$ cat src/rtl/matrix_processing_unit.sv
// matrix_processing_unit: worker that takes one (row, column) index pair and computes
// the dot product of row A[row] with column B[col] through a synchronous read port.
module matrix_processing_unit #(
  parameter int DATA_WIDTH = 32,
  parameter int ADDR_WIDTH = 16,
  parameter logic [ADDR_WIDTH-1:0] A_BASE = 16'h0000,
  parameter logic [ADDR_WIDTH-1:0] B_BASE = 16'h1000
) (
  input  logic                  i_Clock,
  input  logic                  i_Reset,
  input  logic [31:0]           i_Config,
  input  logic                  i_Indexes_Ready,
  input  logic [7:0]            i_Row_Index,
  input  logic [7:0]            i_Column_Index,
  output logic                  o_Indexes_Received,
  output logic                  o_Mem_Read_Enable,
  output logic [ADDR_WIDTH-1:0] o_Mem_Read_Address,
  input  logic [DATA_WIDTH-1:0] i_Mem_Read_Data,
  output logic [DATA_WIDTH-1:0] o_Result,
  output logic [7:0]            o_Result_Row,
  output logic [7:0]            o_Result_Column,
  output logic                  o_Index_Error,
  output logic                  o_Result_Ready,
  input  logic                  i_Result_Taken
);
  typedef enum logic [2:0] {IDLE, FETCH_A, FETCH_B, MAC, DONE} state_t;
  state_t state, state_next;
  logic [7:0] row, col, kdim, bcols, k;
  logic [DATA_WIDTH-1:0] acc, a;
  logic ack, err, capture, cap_err, cap_skip;
  logic [ADDR_WIDTH-1:0] a_addr, b_addr;
  assign capture = state == IDLE && !ack && i_Indexes_Ready;
  // K=0 alone is a valid empty product; dimension mismatch only matters when K is nonzero
  assign cap_err = i_Row_Index >= i_Config[31:24] || i_Column_Index >= i_Config[7:0] ||
                   (i_Config[23:16] != 8'd0 && i_Config[23:16] != i_Config[15:8]);
  assign cap_skip = cap_err || i_Config[23:16] == 8'd0;
  assign a_addr = A_BASE + ADDR_WIDTH'(row) * ADDR_WIDTH'(kdim) + ADDR_WIDTH'(k);
  assign b_addr = B_BASE + ADDR_WIDTH'(k) * ADDR_WIDTH'(bcols) + ADDR_WIDTH'(col);
  assign o_Mem_Read_Enable = state == FETCH_A || state == FETCH_B;
  assign o_Mem_Read_Address = state == FETCH_A ? a_addr : state == FETCH_B ? b_addr : '0;
  assign o_Result = acc;
  assign o_Result_Row = row;
  assign o_Result_Column = col;
  assign o_Index_Error = err;
  assign o_Result_Ready = state == DONE;
  assign o_Indexes_Received = ack;
  always_ff @(posedge i_Clock or negedge i_Reset)
    if (!i_Reset) state <= IDLE;
    else state <= state_next;
  always_comb begin
    state_next = state;
    case (state)
      IDLE:    state_next = capture ? (cap_skip ? DONE : FETCH_A) : IDLE;
      FETCH_A: state_next = FETCH_B;
      FETCH_B: state_next = MAC;
      MAC:     state_next = k == kdim - 8'd1 ? DONE : FETCH_A;
      DONE:    state_next = i_Result_Taken ? IDLE : DONE;
      default: state_next = IDLE;
    endcase
  end
  always_ff @(posedge i_Clock or negedge i_Reset)
    if (!i_Reset) begin
      ack <= 1'b0;
      err <= 1'b0;
      row <= '0;
      col <= '0;
      kdim <= '0;
      bcols <= '0;
      k <= '0;
      acc <= '0;
      a <= '0;
    end else begin
      ack <= ack ? i_Indexes_Ready : capture;
      if (capture) begin
        row <= i_Row_Index;
        col <= i_Column_Index;
        kdim <= i_Config[23:16];
        bcols <= i_Config[7:0];
        err <= cap_err;
        k <= '0;
        acc <= '0;
      end
      if (state == FETCH_B) a <= i_Mem_Read_Data;
      if (state == MAC) begin
        acc <= acc + a * i_Mem_Read_Data;
        k <= k + 8'd1;
      end
    end
endmodule

$ cat config.mk
export PLATFORM = sky130hd
export DESIGN_NAME = matrix_processing_unit
export DESIGN_NICKNAME = d
export VERILOG_FILES = /design/src/rtl/matrix_processing_unit.sv
export SDC_FILE = /design/constraint.sdc
export NUM_CORES = 2
export LEC_CHECK = 0
export CAP_MARGIN = 20
export CORE_UTILIZATION = 30
export CTS_BUF_LIST = sky130_fd_sc_hd__clkbuf_4 sky130_fd_sc_hd__clkbuf_8 sky130_fd_sc_hd__clkbuf_16
export DETAILED_ROUTE_END_ITERATION = 7
export PLACE_DENSITY_LB_ADDON = 0.2
export SLEW_MARGIN = 20
export SYNTH_ARGS = -nofsm -noshare
export SYNTH_HDL_FRONTEND = slang
export SYNTH_SLANG_ARGS = --single-unit
$ cat constraint.sdc
create_clock -name i_Clock -period 7.11 [get_ports i_Clock]
set_input_delay 1.422 -clock i_Clock [delete_from_list [all_inputs] [get_ports i_Clock]]
set_output_delay 1.422 -clock i_Clock [all_outputs]
set_load 0.1 [all_outputs]
==> metrics <==
Synth area leaders=fa_1 (40%), dfrtp_1 (10%), ha_1 (10%); Post-synth top flop=dfrtp_1; r2r worst-path depth=26; Skew-Pair Late Insertion Delay=410 ps; Hold Crit Start=a[30]$_DFFE_PN0P_; clk_skew=18.0 ps; largest net degree at the start of global routing=63; Max Cap Viol=0; Setup crit start=i_Mem_Read_Data[1]; CP Capture Type=flop; relative slew slack=0.240; Period minus WS final=7590 ps; run status=finished with violations; H-tree depth=3; antenna-violating nets left=0; syn nets=3744; reg2reg start=a[12]$_DFFE_PN0P_; sequential-to-total area share from yosys stat=0.104; num rows=between 100 and 150; # clock sinks=109; GP Congestion=0.820; Final setup viols=12; end of the worst hold path=a[30]$_DFFE_PN0P_; Worst Setup Slack, final=-483 ps; Max Buffers Root-to-Sink=2; Yosys reg bits=109; Starting Density=0.305; CTS hold repair buffers=0; R2R Setup Slk=about 100 ps; DR pass1 iterations=5; placed cell areas=30700 µm²; Worst-Margin Slew=approximately 1100 ps; Routed WL=82.1 mm; Mapped Area=26200 µm²; post-synth top area share=0.402; post-DP HPWL=67.6 mm; HP Class=flop to flop; Synth async-reset ratio=1.00; Hold Violations, Final=0; first-pass GRT wire length=129 mm; unrepaired setup endpoints after global routing=yes; synth-to-layout area growth=23.7%; Required @ worst endpoint=7380 ps; Crit Path Class=input pin to flop; Slew Limit Fails=0; DRC viols=0; post-route design area=32400 µm²; Buf/Inv on CP=9; CP max stage cell=fa_1; All-Layer GR Usage=0.193; startpoint types=input pin; Mapped Cells=about 3000; Worst path max stage delay=510 ps; layout cells sized above 1=0.166; arrival time of the worst setup path=7870 ps; mean post-synth cell area=around 9.0 µm²; CTS tree=done; top achievable clock speed=approximately 130 MHz; die width=297 µm; Most common cell on crit path=fa_1; Placement Setup Slack=-1450 ps; CP top delay family=adder cells; die area=88500 µm²; R2R Path End=o_Result[27]$_DFFE_PN0P_; Cell variety after synth=53; number of port buffers=151; vias=19605; Iter 0 DRT Violations=865; Filler Cell Count=8819; failing checks=setup timing; Synth warnings=0; # nets final=4019; drt via density=4.51; initial antenna violation count=0; Post-synth EDFFs=0; # IOs=152; root buf cell=clkbuf_16; # diodes=0; crit share post-route=1.07; global route overflow=0; Clk pin slew, worst setup/hold paths=90 ps; Num CTS Buffers=9; leading area contributor after synthesis=fa_1; drt wl/cell=approximately 19 µm; Core Region=85800 µm²; number of global-route vias before repair=21354; crit-path max FO=5; die height=297 µm; Hold Crit Depth=2
==> through the flow <==
stage / cells / hold slack (ps) / util / TNS [ps]
floorplan: 2920 / 446 / - / -3200
global placement: 4296 / 490 / 0.358 / -23130
detailed placement: 4296 / 489 / 0.358 / -23530
CTS: 4340 / 522 / 0.373 / -4240
global route: 4344 / 551 / 0.377 / -6130
finish: 4344 / 515 / 0.377 / -3460
==> tightest hold or removal path, cell delays in order (launching register included) <==
cell     delay [ps]
dfrtp_1         370
nand2_1          60
nand2_1          60
==> cell usage in the layout (no fill, tap or decap), types with 42 or more instances in the layout <==
cell type	n
ha_1	189
o21ai_0	54
and2_1	345
dfrtp_1	102
clkdlybuf4s50_1	111
fa_1	484
inv_1	603
xnor2_1	90
buf_4	199
nand2_1	450
fa_2	42
==> sequential cells by signal (all words and copies together), names as in the netlist <==
name                flops
o_Index_Error           1
kdim                    8
o_Result               32
bcols                   8
o_Indexes_Received      1
o_Result_Row            8
k                       8
state                   3
o_Result_Column         8
a                      32
==> what timing repair did <==
item / in CTS / in global routing
gates cloned: 8 / 0
hold endpoints to repair: 0 / 0
setup endpoints to repair: 20 / 21
gates resized for setup: 247 / 97
setup buffers: 22 / 4
pin swaps: 122 / 93
==> cell families after synthesis <==
logic type / count (synthesis) / synth area share
simple gates: 940 / 0.178
fa+ha+maj: 740 / 0.504
compound gates: 193 / 0.0468
mux: 27 / 0.0115
xor+xnor: 127 / 0.0425
flops: 109 / 0.104
buf+inv: 784 / 0.112
==> Yosys cell counts (2+ instances only) <==
library cell    n
o31ai_1         2
nor3_1          9
a21oi_1        32
nor2b_1        11
mux2i_1         3
nand2_1       461
xor2_1         33
clkbuf_1      142
nand4_1         3
nand2b_1        9
o22ai_1        10
o221ai_1        2
nand3_1        27
nor4b_1         2
xnor2_1        94
a2111oi_0       2
a31oi_1         8
a31o_2          2
o21bai_1        2
o211ai_1        3
fa_1          526
o41ai_1         2
inv_1         638
nor3b_1        10
buf_1           3
a22o_1          6
mux2_2         24
dfrtp_1       109
nor2_1         17
o21a_1          9
ha_1          214
or3_1           6
a211oi_1        7
nand3b_1        3
a21o_1         28
o21ai_0        63
nor4_1          5
and2_1        366
o21ai_1         6
and3_1          8
==> area by class of cell <==
class                      count  area, µm²  area share
multi-input combinational   2027      21400       0.661
clock buffer                   9        225     0.00696
timing repair buffer         410       4130       0.127
clock inverter                 7       58.8     0.00182
sequential                   109       2740      0.0845
inverter                     638       2390      0.0740
tap                         1144       1430      0.0442
==> layer usage <==
metal,routed length (µm),share of wire,vias to the layer above,global-route usage
met5,0,0,-,0
met4,1870,0.023,0,0.0450
met3,3100,0.038,69,0.0272
met2,41600,0.51,325,0.336
met1,35600,0.43,10050,0.250
li1,-,-,9161,-
==> worst max path at each step <==
stage,endpoint,cells after the start
finish,o_Result[27]$_DFFE_PN0P_,28
global route,o_Result[27]$_DFFE_PN0P_,28
CTS,o_Result[27]$_DFFE_PN0P_,26
detailed placement,o_Result[30]$_DFFE_PN0P_,25
global placement,o_Result[19]$_DFFE_PN0P_,27
floorplan,o_Result[27]$_DFFE_PN0P_,27
Power is not shown: default switching activity piles up to over one toggle a cycle in this logic, so the estimate is an artifact.
